File: src/rtl/guard_insert_pkg.sv
// rtl/guard_insert_pkg.sv - shared state encoding, default widths and symbol-length helper
package guard_insert_pkg;

    typedef enum logic [2:0] {
        ST_IDLE       = 3'd0,
        ST_PREAMBLE   = 3'd1,
        ST_SYMBOL     = 3'd2,
        ST_GUARD      = 3'd3,
        ST_TAIL_GUARD = 3'd4
    } state_e;

    localparam int DEF_DATA_W  = 32;
    localparam int DEF_NFFT_W  = 14;
    localparam int DEF_CP_W    = 12;
    localparam int DEF_GUARD_W = 32;
    localparam int DEF_PRE_W   = 16;

    // Samples per symbol: FFT body (nfft holds size-1) plus cyclic prefix.
    function automatic logic [31:0] sym_len_f(input logic [31:0] nfft, input logic [31:0] cp);
        return nfft + 32'd1 + cp;
    endfunction

endpackage

File: src/rtl/axis_out_reg.sv
// rtl/axis_out_reg.sv - single-stage AXI-Stream output register that holds its beat while stalled
module axis_out_reg #(
    parameter int DATA_W = 32
) (
    input  logic              aclk,
    input  logic              aresetn,
    input  logic [DATA_W-1:0] in_tdata_i,
    input  logic              in_tvalid_i,
    input  logic              in_tlast_i,
    output logic              in_tready_o,
    output logic [DATA_W-1:0] m_tdata_o,
    output logic              m_tvalid_o,
    output logic              m_tlast_o,
    input  logic              m_tready_i
);

    logic [DATA_W-1:0] tdata_q;
    logic              tvalid_q;
    logic              tlast_q;

    assign in_tready_o = !tvalid_q || m_tready_i;

    always_ff @(posedge aclk or negedge aresetn) begin
        if (!aresetn) begin
            tdata_q  <= '0;
            tvalid_q <= 1'b0;
            tlast_q  <= 1'b0;
        end else if (in_tready_o) begin
            tdata_q  <= in_tdata_i;
            tvalid_q <= in_tvalid_i;
            tlast_q  <= in_tlast_i;
        end
    end

    assign m_tdata_o  = tdata_q;
    assign m_tvalid_o = tvalid_q;
    assign m_tlast_o  = tlast_q;

endmodule

File: src/rtl/guard_insert_v2.sv
// rtl/guard_insert_v2.sv - OFDM TX guard inserter; GUARD_INSERT_STATS_EN enables the stats counters
module guard_insert_v2
    import guard_insert_pkg::*;
#(
    parameter int DATA_W  = DEF_DATA_W,
    parameter int NFFT_W  = DEF_NFFT_W,
    parameter int CP_W    = DEF_CP_W,
    parameter int GUARD_W = DEF_GUARD_W,
    parameter int PRE_W   = DEF_PRE_W
) (
    input  logic               aclk,
    input  logic               aresetn,
    input  logic [DATA_W-1:0]  s_axis_tdata,
    input  logic               s_axis_tvalid,
    input  logic               s_axis_tlast,
    output logic               s_axis_tready,
    output logic [DATA_W-1:0]  m_axis_tdata,
    output logic               m_axis_tvalid,
    output logic               m_axis_tlast,
    input  logic               m_axis_tready,
    input  logic [NFFT_W-1:0]  i_nfft,
    input  logic [CP_W-1:0]    i_cp_len,
    input  logic [GUARD_W-1:0] i_guard_cycles,
    input  logic [PRE_W-1:0]   i_preamble_len,
    input  logic               i_guard_mode,
    output logic [15:0]        o_symbol_count,
    output logic [15:0]        o_frame_count,
    output logic               o_short_frame
);

    localparam int SL_W  = NFFT_W + 1;
    localparam int CNT_W = (PRE_W > SL_W) ? PRE_W : SL_W;

    state_e             state_q, state_d;
    logic               rdy_en_q;
    logic [CNT_W-1:0]   cnt_q, cnt_d;
    logic [GUARD_W-1:0] gcnt_q, gcnt_d;

    logic [NFFT_W-1:0]  nfft_q;
    logic [CP_W-1:0]    cp_q;
    logic [GUARD_W-1:0] guard_q;
    logic [PRE_W-1:0]   pre_q;
    logic               mode_q;

    logic [NFFT_W-1:0]  nfft_c;
    logic [CP_W-1:0]    cp_c;
    logic [GUARD_W-1:0] guard_c;
    logic [PRE_W-1:0]   pre_c;
    logic               mode_c;

    logic               idle, in_stream, in_pre, seg_end, has_guard, guard_last;
    logic               out_rdy, acc;
    logic [SL_W-1:0]    sym_len;
    logic [CNT_W-1:0]   seg_len, cnt_cur;
    logic [DATA_W-1:0]  in_tdata;
    logic               in_tvalid, in_tlast;

    // Live config while idle so the first beat of a frame already uses it; shadow copy afterwards.
    assign idle    = (state_q == ST_IDLE);
    assign nfft_c  = idle ? i_nfft         : nfft_q;
    assign cp_c    = idle ? i_cp_len       : cp_q;
    assign guard_c = idle ? i_guard_cycles : guard_q;
    assign pre_c   = idle ? i_preamble_len : pre_q;
    assign mode_c  = idle ? i_guard_mode   : mode_q;

    assign sym_len    = SL_W'(sym_len_f(32'(nfft_c), 32'(cp_c)));
    assign in_pre     = (state_q == ST_PREAMBLE) || (idle && (pre_c != '0));
    assign seg_len    = in_pre ? CNT_W'(pre_c) : CNT_W'(sym_len);
    assign cnt_cur    = idle ? '0 : cnt_q;
    assign seg_end    = (cnt_cur + CNT_W'(1)) == seg_len;
    assign has_guard  = (guard_c != '0);
    assign guard_last = (gcnt_q == (guard_q - GUARD_W'(1)));

    assign in_stream     = idle || (state_q == ST_PREAMBLE) || (state_q == ST_SYMBOL);
    assign s_axis_tready = in_stream && rdy_en_q && out_rdy;
    assign acc           = s_axis_tvalid && s_axis_tready;

    always_ff @(posedge aclk or negedge aresetn) begin
        if (!aresetn) begin
            state_q <= ST_IDLE;
        end else begin
            state_q <= state_d;
        end
    end

    always_comb begin
        state_d = state_q;
        cnt_d   = cnt_q;
        gcnt_d  = gcnt_q;
        case (state_q)
            ST_IDLE, ST_PREAMBLE, ST_SYMBOL: begin
                if (acc) begin
                    cnt_d = cnt_cur + CNT_W'(1);
                    if (s_axis_tlast) begin
                        cnt_d   = '0;
                        gcnt_d  = '0;
                        state_d = has_guard ? ST_TAIL_GUARD : ST_IDLE;
                    end else if (seg_end) begin
                        cnt_d   = '0;
                        gcnt_d  = '0;
                        state_d = (!mode_c && has_guard) ? ST_GUARD : ST_SYMBOL;
                    end else begin
                        state_d = in_pre ? ST_PREAMBLE : ST_SYMBOL;
                    end
                end
            end
            ST_GUARD, ST_TAIL_GUARD: begin
                if (out_rdy) begin
                    gcnt_d = gcnt_q + GUARD_W'(1);
                    if (guard_last) begin
                        state_d = (state_q == ST_GUARD) ? ST_SYMBOL : ST_IDLE;
                    end
                end
            end
            default: state_d = ST_IDLE;
        endcase
    end

    always_comb begin
        in_tdata  = '0;
        in_tvalid = 1'b0;
        in_tlast  = 1'b0;
        case (state_q)
            ST_IDLE, ST_PREAMBLE, ST_SYMBOL: begin
                in_tdata  = s_axis_tdata;
                in_tvalid = acc;
                in_tlast  = s_axis_tlast && !has_guard;
            end
            ST_GUARD: begin
                in_tvalid = 1'b1;
            end
            ST_TAIL_GUARD: begin
                in_tvalid = 1'b1;
                in_tlast  = guard_last;
            end
            default: ;
        endcase
    end

    always_ff @(posedge aclk or negedge aresetn) begin
        if (!aresetn) begin
            rdy_en_q <= 1'b0;
            cnt_q    <= '0;
            gcnt_q   <= '0;
            nfft_q   <= '0;
            cp_q     <= '0;
            guard_q  <= '0;
            pre_q    <= '0;
            mode_q   <= 1'b0;
        end else begin
            rdy_en_q <= 1'b1;
            cnt_q    <= cnt_d;
            gcnt_q   <= gcnt_d;
            if (idle && acc) begin
                nfft_q  <= i_nfft;
                cp_q    <= i_cp_len;
                guard_q <= i_guard_cycles;
                pre_q   <= i_preamble_len;
                mode_q  <= i_guard_mode;
            end
        end
    end

    axis_out_reg #(
        .DATA_W (DATA_W)
    ) u_out_reg (
        .aclk        (aclk),
        .aresetn     (aresetn),
        .in_tdata_i  (in_tdata),
        .in_tvalid_i (in_tvalid),
        .in_tlast_i  (in_tlast),
        .in_tready_o (out_rdy),
        .m_tdata_o   (m_axis_tdata),
        .m_tvalid_o  (m_axis_tvalid),
        .m_tlast_o   (m_axis_tlast),
        .m_tready_i  (m_axis_tready)
    );

`ifdef GUARD_INSERT_STATS_EN
    logic [15:0] sym_cnt_q, frame_cnt_q;
    logic        short_q;
    logic        sym_done;

    assign sym_done = acc && !in_pre && seg_end;

    always_ff @(posedge aclk or negedge aresetn) begin
        if (!aresetn) begin
            sym_cnt_q   <= '0;
            frame_cnt_q <= '0;
            short_q     <= 1'b0;
        end else begin
            if (idle) begin
                sym_cnt_q <= sym_done ? 16'd1 : 16'd0;
            end else if (sym_done) begin
                sym_cnt_q <= sym_cnt_q + 16'd1;
            end
            if (m_axis_tvalid && m_axis_tready && m_axis_tlast) begin
                frame_cnt_q <= frame_cnt_q + 16'd1;
            end
            // Any tlast that does not close a full symbol marks the frame as truncated.
            if (acc && s_axis_tlast && !(!in_pre && seg_end)) begin
                short_q <= 1'b1;
            end
        end
    end

    assign o_symbol_count = sym_cnt_q;
    assign o_frame_count  = frame_cnt_q;
    assign o_short_frame  = short_q;
`else
    assign o_symbol_count = 16'd0;
    assign o_frame_count  = 16'd0;
    assign o_short_frame  = 1'b0;
`endif

endmodule
File: config.mk
export PLATFORM = sky130hd
export DESIGN_NAME = guard_insert_v2
export DESIGN_NICKNAME = d
export VERILOG_FILES = /design/src/rtl/guard_insert_pkg.sv /design/src/rtl/axis_out_reg.sv /design/src/rtl/guard_insert_v2.sv
export SDC_FILE = /design/constraint.sdc
export NUM_CORES = 1
export LEC_CHECK = 0
export CORE_ASPECT_RATIO = 0.7
export CORE_MARGIN = 3
export CORE_UTILIZATION = 50
export CTS_BUF_LIST = sky130_fd_sc_hd__clkbuf_4 sky130_fd_sc_hd__clkbuf_8
export DETAILED_ROUTE_END_ITERATION = 16
export HOLD_SLACK_MARGIN = 0.12
export PLACE_DENSITY = 0.76
export SETUP_SLACK_MARGIN = 0.02
export SLEW_MARGIN = 30
export SYNTH_ARGS = -nofsm -noshare
export SYNTH_HDL_FRONTEND = slang
export SYNTH_SLANG_ARGS = --single-unit
File: constraint.sdc
create_clock -name aclk -period 11.75 [get_ports aclk]
set_input_delay 1.175 -clock aclk [delete_from_list [all_inputs] [get_ports aclk]]
set_output_delay 1.175 -clock aclk [all_outputs]
set_load 0.05 [all_outputs]
After elaboration in Yosys (flattened, before gate mapping)
Index checks and enable logic that the tools add are counted.

Output and inout port bits: 68. Logic and storage cells: 77. Register bits: 161. Bits of input ports: 112.

Reductions and logical operators: 23. Eq/ne operators: 10. $add $sub $neg: 5. Multiplexer cells: 27.

Operators with widths (count): 32-bit 2-to-1 mux (6); 16-bit 2-to-1 mux (5); 32-bit case mux with 2 select lines (1); 32-bit by 1-bit adder with 32-bit output, second input constant (1); 32-bit == test (1); 32-bit nonzero test (1); 32-bit by 1-bit subtractor with 32-bit output, second input constant (1); 16-bit by 1-bit adder with 16-bit output, second input constant (1); 16-bit == test (1); 16-bit nonzero test (1); 14-bit by 1-bit adder with 15-bit output, second input constant (1); 15-bit by 12-bit adder with 15-bit output (1); 3-bit 2-to-1 mux (5); 14-bit 2-to-1 mux (1); 12-bit 2-to-1 mux (1); 1-bit logical AND (7); 3-bit by 2-bit == test with 1-bit output, second input constant (2); 2-bit 2-to-1 mux (3); 3-bit case mux with 2 select lines (1); 1-bit logical OR (4); 2-bit by 1-bit inequality test with 1-bit output, second input constant (2); 1-bit case mux with 2 select lines (2); 4-bit AND reduction (1); 3-bit by 1-bit == test with 1-bit output, second input constant (1); 11 further kinds (14).

Depth between registers and ports, before layout
Word-level depth: 11. Depth in mapped cells: 21. Depth with buffers taken out: 15.

Cells and area by module
Synthesis repeated with hierarchy kept, for this count alone.

Cells, all modules: 1176. Area total of the unflattened synthesis: 10874.2 um2.

Modules (own cells, without submodules): guard_insert_v2 (cells each 1103, area an instance 9455.3 um2, seq. area each 3178.0 um2, instances 1); axis_out_reg (cells each 73, area an instance 1418.9 um2, seq. area each 850.8 um2, instances 1).

Worst setup path after synthesis
Ideal clock, no wire load.

Path kind: flip-flop to flip-flop. From: reg state_q[1]. To: reg gcnt_q[1]. Period minus slack after synthesis: 5800 ps. Data arrival time: 5679 ps. Path slack: 5950 ps. Buffers on the path: 6. Stages on the path, launching flop included: 22. Data required time: 11629 ps. Setup time: 121 ps. Cell sequence: dfrtp_1 -> buf_2 -> nor3_1 -> clkbuf_1 -> clkbuf_1 -> clkbuf_1 -> buf_1 -> mux2i_1 -> ha_1 -> inv_1 -> fa_1 -> a21o_1 -> a221oi_1 -> xnor2_1 -> nor3_1 -> a211o_1 -> a2111o_1 -> a2111oi_2 -> and2_1 -> o31ai_1 -> buf_2 -> a22o_1.

Word-level cells in the longest chain between the ends: 9. Elaborated cells on any way between the ends: 30. Classes of those cells: 3 x add/sub; 8 x eq/ne; 6 x mux; 13 x reduce/logical.

Ends and longest elaborated chain: from (decl) (line guard_insert_v2.sv:34) `state_e state_q, state_d;`; from (signal assigned) (line guard_insert_v2.sv:82) `state_q <= state_d;`; branches (longest 9 deep; another with 14-bit by 1-bit adder with 15-bit output); to (signal assigned) (line guard_insert_v2.sv:153) `gcnt_q <= gcnt_d;`; to (decl) (line guard_insert_v2.sv:37) `logic [GUARD_W-1:0] gcnt_q, gcnt_d;`.

Several ways; the timed one is not identified. A chain may end at the register's enable or synchronous reset.

Worst setup path after layout
From: reg state_q[0]. To: reg gcnt_q[31].

The elaborated chain is that of the path after synthesis.

==> results.txt <==
The total of hold buffers inserted after clock tree synthesis is 0. The biggest cell delay along the critical path is 0.75 ns. Sequential cells were found to cover 39.1% of the synthesized design area.

The clock root buffer master is sky130_fd_sc_hd__clkbuf_8. The largest individual stage delay along the critical path comes from the cell sky130_fd_sc_hd__a2111oi_0. After synthesis, the most frequently instantiated cells are 206 x sky130_fd_sc_hd__nand2_1, 161 x sky130_fd_sc_hd__dfrtp_1, 78 x sky130_fd_sc_hd__mux2_2, 78 x sky130_fd_sc_hd__nand3_1, 57 x sky130_fd_sc_hd__nor2_1. The transition time at the pin with the least slew margin is 0.921 ns. The die area came out at 0.0224 mm². The floorplan row count is 43. Using the TritonRoute via totals, the vias-per-cell ratio works out to 5.94. The first global-routing pass estimated 44400 µm of wire. The cell that appears most often on the critical path is sky130_fd_sc_hd__buf_4.

The proportion of layout cells with a drive suffix above 1 came out at 11.0%. The kind of start point of the critical path is a flip-flop. The die is 126 µm tall. The area of the placeable core came out at 0.0200 mm².

The async set or reset register ratio after synthesis is 100%. The final-layout fill cell count is 1748. The effective utilization at floorplan is 51.5%.

The buffers inserted during post-CTS setup optimization came out at 0. The peak supply drop is 0.149 mV. The worst path buffer plus inverter count is 3. The worst path needs 5.60 ns of the cycle, external delays included. Traced cell by cell, the critical path runs through nor3_2 > buf_4 > mux2i_1 > ha_1 > inv_1 > fa_1 > a21o_1 > a221oi_1 > o31a_1 > o21ai_0 > a211oi_1 > a32oi_1 > a2111oi_0 > and2_1 > o31ai_4 > buf_4 > a211o_1.

The largest fanout on the critical path came out at 60. In this run the most critical hold path is launched from u_out_reg.m_tdata_o[3]$_DFFE_PN0N_. The clock latency at the later pin of the worst-skew pair came out at 0.48 ns. The origin of the critical flop-to-flop path is state_q[0]$_DFFE_PN0P_. The setup slack after placement is 6.08 ns. The fraction of post-synthesis cell area in the top cell type by area came out at 39.1%.

Summing every instance area after synthesis gives 0.0103 mm². The clock slew seen by the registers of the worst setup and hold paths came out at 0.10 ns. TritonCTS built the clock tree. The number of synthesized register bits came out at 161. The routed wire length came out at 27800 µm. The count of maximum capacitance violations is 0. The via count is 9151. In the post-route analysis, the smallest setup slack over all paths is 6.15 ns. The most frequently used cell type in the post-synthesis netlist is sky130_fd_sc_hd__nand2_1. The maximum clock insertion buffer count came out at 2. The area growth from synthesis to final layout came out at 18.8%. After the first detailed-routing iteration, the DRC count stood at 794.

The category of the most critical setup path is flip-flop to flip-flop. The number of global-route vias before repair is 8447. The critical path required time is 12.11 ns. The post-place instance area is 0.0118 mm².

The number of buffers added by the clock tree synthesis step is 17. The cell depth of the worst min-delay path came out at 2. The count of endpoints failing setup in the final report came out at 0. Dividing the synthesized area by the synthesized cell count gives 8.97 µm². Once layout is complete, the utilization of the core stands at 61.2%. The count of final hold-check violations is 0.

Data arrives at the worst endpoint at 5.96 ns. 0 antenna diodes ended up in the layout. After detailed routing, the average wire length per cell comes to 18.0 µm. The depth of the CTS H-tree is 4. The number of design rule violations left after detail routing came out at 0. The pin count of the biggest net entering global routing came out at 88.

Ranked by total cell area, the synthesized netlist is headed by sky130_fd_sc_hd__dfrtp_1 39%, sky130_fd_sc_hd__mux2_2 8.5%, sky130_fd_sc_hd__nand2_1 7.5%. The aggregate negative setup slack came out at 0 ns. The multi-input combinational cell area came out at 0.00586 mm².

STA classifies the critical path endpoint as a flip-flop. The leakage power figure is 0.00522 µW. The final critical-path share of the clock period came out at 47.7%. The total I/O pin count is 180. For this run, the total global-route usage over all layers was measured as 24.5%.

In this run, synthesis inferred 0 flip-flops with an integrated enable. Global routing finished with a remaining overflow of 0. The run finished with clean final reports. The count of pins over their slew limit came to 0. For this run, the leading register cell type out of synthesis is sky130_fd_sc_hd__dfrtp_1. The detailed-routing iteration count for the pre-antenna-repair pass came out at 5.

The count of buffers inserted at the top-level ports is 146. The path with the worst hold slack has its endpoint at u_out_reg.m_tdata_o[3]$_DFFE_PN0N_. Once the clock tree was built, the resizer swapped 0 gates to a different size. After legalization and detailed placement, the total HPWL measured 19900 µm. The headroom to the max-slew limit came out at 38.4%.

The tightest min-delay check is of the flip-flop to flip-flop type. The clock sink count is 161. The register-to-register setup slack is 6.15 ns.

The startpoint of the most critical setup path is state_q[0]$_DFFE_PN0P_. Setup repair after global routing left no endpoint under its margin. The post-detailed-route count of antenna-violating nets is 0. The ratio of total power to cell area is 283 mW/mm². The fmax is 178 MHz. The cell type group with the largest total delay on the critical path is compound AO/OA/AOI/OAI gates. The congestion estimate from routability-driven global placement came to 0.894. The worst register-to-register path ends at gcnt_q[31]$_DFFE_PN0P_. The library cell occupying the most area in the post-synthesis netlist is sky130_fd_sc_hd__dfrtp_1.

The total number of yosys warnings came out at 0. After the last flow step, the layout net total stands at 1385. The register area is 0.00403 mm². The floorplan die width is 178 µm.

The synthesized instance count came out at 1149. Yosys mapped the design onto 72 distinct sky130hd cell types. The overall power is 3470 µW. Measured in cells, the most critical reg-to-reg path has a length of 17. The number of antenna violations at the first check in global routing was 0. The maximum clock skew at final layout is 0.0195 ns. Summing all non-filler instances in the final layout gives an area of 0.0123 mm².
worst min-delay path, cell delays in order, from the launching register on:
cell and delay (ns):
sky130_fd_sc_hd__dfrtp_1 0.35, sky130_fd_sc_hd__nand2_1 0.05, sky130_fd_sc_hd__nand2_1 0.05
through the flow:
step                hold slack, ns  std cells
global route                 0.500       1540
finish                       0.475       1540
CTS                          0.479       1540
floorplan                    0.477       1181
global placement             0.450       1508
detailed placement           0.455       1508
power by group:
group          leakage, µW  switching (µW)  internal (µW)  total [µW]
combinational      0.00300            1140            844        1990
clock             0.000208             237            199         436
sequential         0.00201             267            783        1050
cell type report:
type,count,area share [%]
clock inverters,14,1.40
multi-input cells,903,47.9
well taps,270,2.76
repair buffers,156,12.6
flip-flops and latches,161,32.9
clock buffers,18,1.97
inverters,18,0.552
kinds of logic after synthesis:
group / count (synthesis) / synth area share (%)
multiplexers: 94 / 10.1
adder cells (fa/ha/maj): 16 / 2.01
other: 2 / 0.0728
buffers and inverters: 117 / 5.57
XOR/XNOR: 80 / 7.34
AO/OA/AOI/OAI: 204 / 14.2
flip-flops: 161 / 39.1
AND/OR/NAND/NOR: 475 / 21.6
cell usage in the layout, fill, tap and decap left out, types with 17 or more instances in the layout:
cell type,Yosys,layout
sky130_fd_sc_hd__nand2_1,206,206
sky130_fd_sc_hd__xor2_1,28,28
sky130_fd_sc_hd__nand4_1,18,18
sky130_fd_sc_hd__dfrtp_1,161,161
sky130_fd_sc_hd__mux2_2,78,78
sky130_fd_sc_hd__nand3_1,78,78
sky130_fd_sc_hd__o21ai_0,36,36
sky130_fd_sc_hd__clkbuf_8,0,17
sky130_fd_sc_hd__nor3_1,28,27
sky130_fd_sc_hd__inv_1,18,18
sky130_fd_sc_hd__nor4_1,23,23
sky130_fd_sc_hd__xnor2_1,48,48
sky130_fd_sc_hd__a21oi_1,23,22
sky130_fd_sc_hd__o31ai_1,30,29
sky130_fd_sc_hd__a21o_1,28,28
sky130_fd_sc_hd__conb_1,2,34
sky130_fd_sc_hd__clkdlybuf4s50_1,0,145
sky130_fd_sc_hd__nor2_1,57,56
routing by layer:
layer  vias up  GRT usage (%)  routed length, µm
met2       371           34.8              11500
li1       4279              -                  -
met4         0           5.49                373
met5         -              0                  0
met3        38           6.27               2440
met1      4463           37.6              13400
worst max path at each step:
| stage | slack (ns) | to | depth (start not counted) |
|---|---|---|---|
| global placement | 6.21 | gcnt_q[31]$_DFFE_PN0P_ | 16 |
| detailed placement | 6.08 | gcnt_q[31]$_DFFE_PN0P_ | 16 |
| finish | 6.15 | gcnt_q[31]$_DFFE_PN0P_ | 17 |
| global route | 5.67 | gcnt_q[31]$_DFFE_PN0P_ | 17 |
| CTS | 6.21 | gcnt_q[31]$_DFFE_PN0P_ | 17 |
| floorplan | 5.95 | gcnt_q[1]$_DFFE_PN0P_ | 21 |
sequential cells by signal, indices dropped and copies added (netlist names):
signal and count:
gcnt_q 32, guard_q 32, u_out_reg.m_tdata_o 32, cnt_q 16, pre_q 16, nfft_q 14, cp_q 12, state_q 3
mode_q 1, rdy_en_q 1, u_out_reg.m_tlast_o 1, u_out_reg.m_tvalid_o 1
No activity file was read; power rests on OpenSTA's default activity.
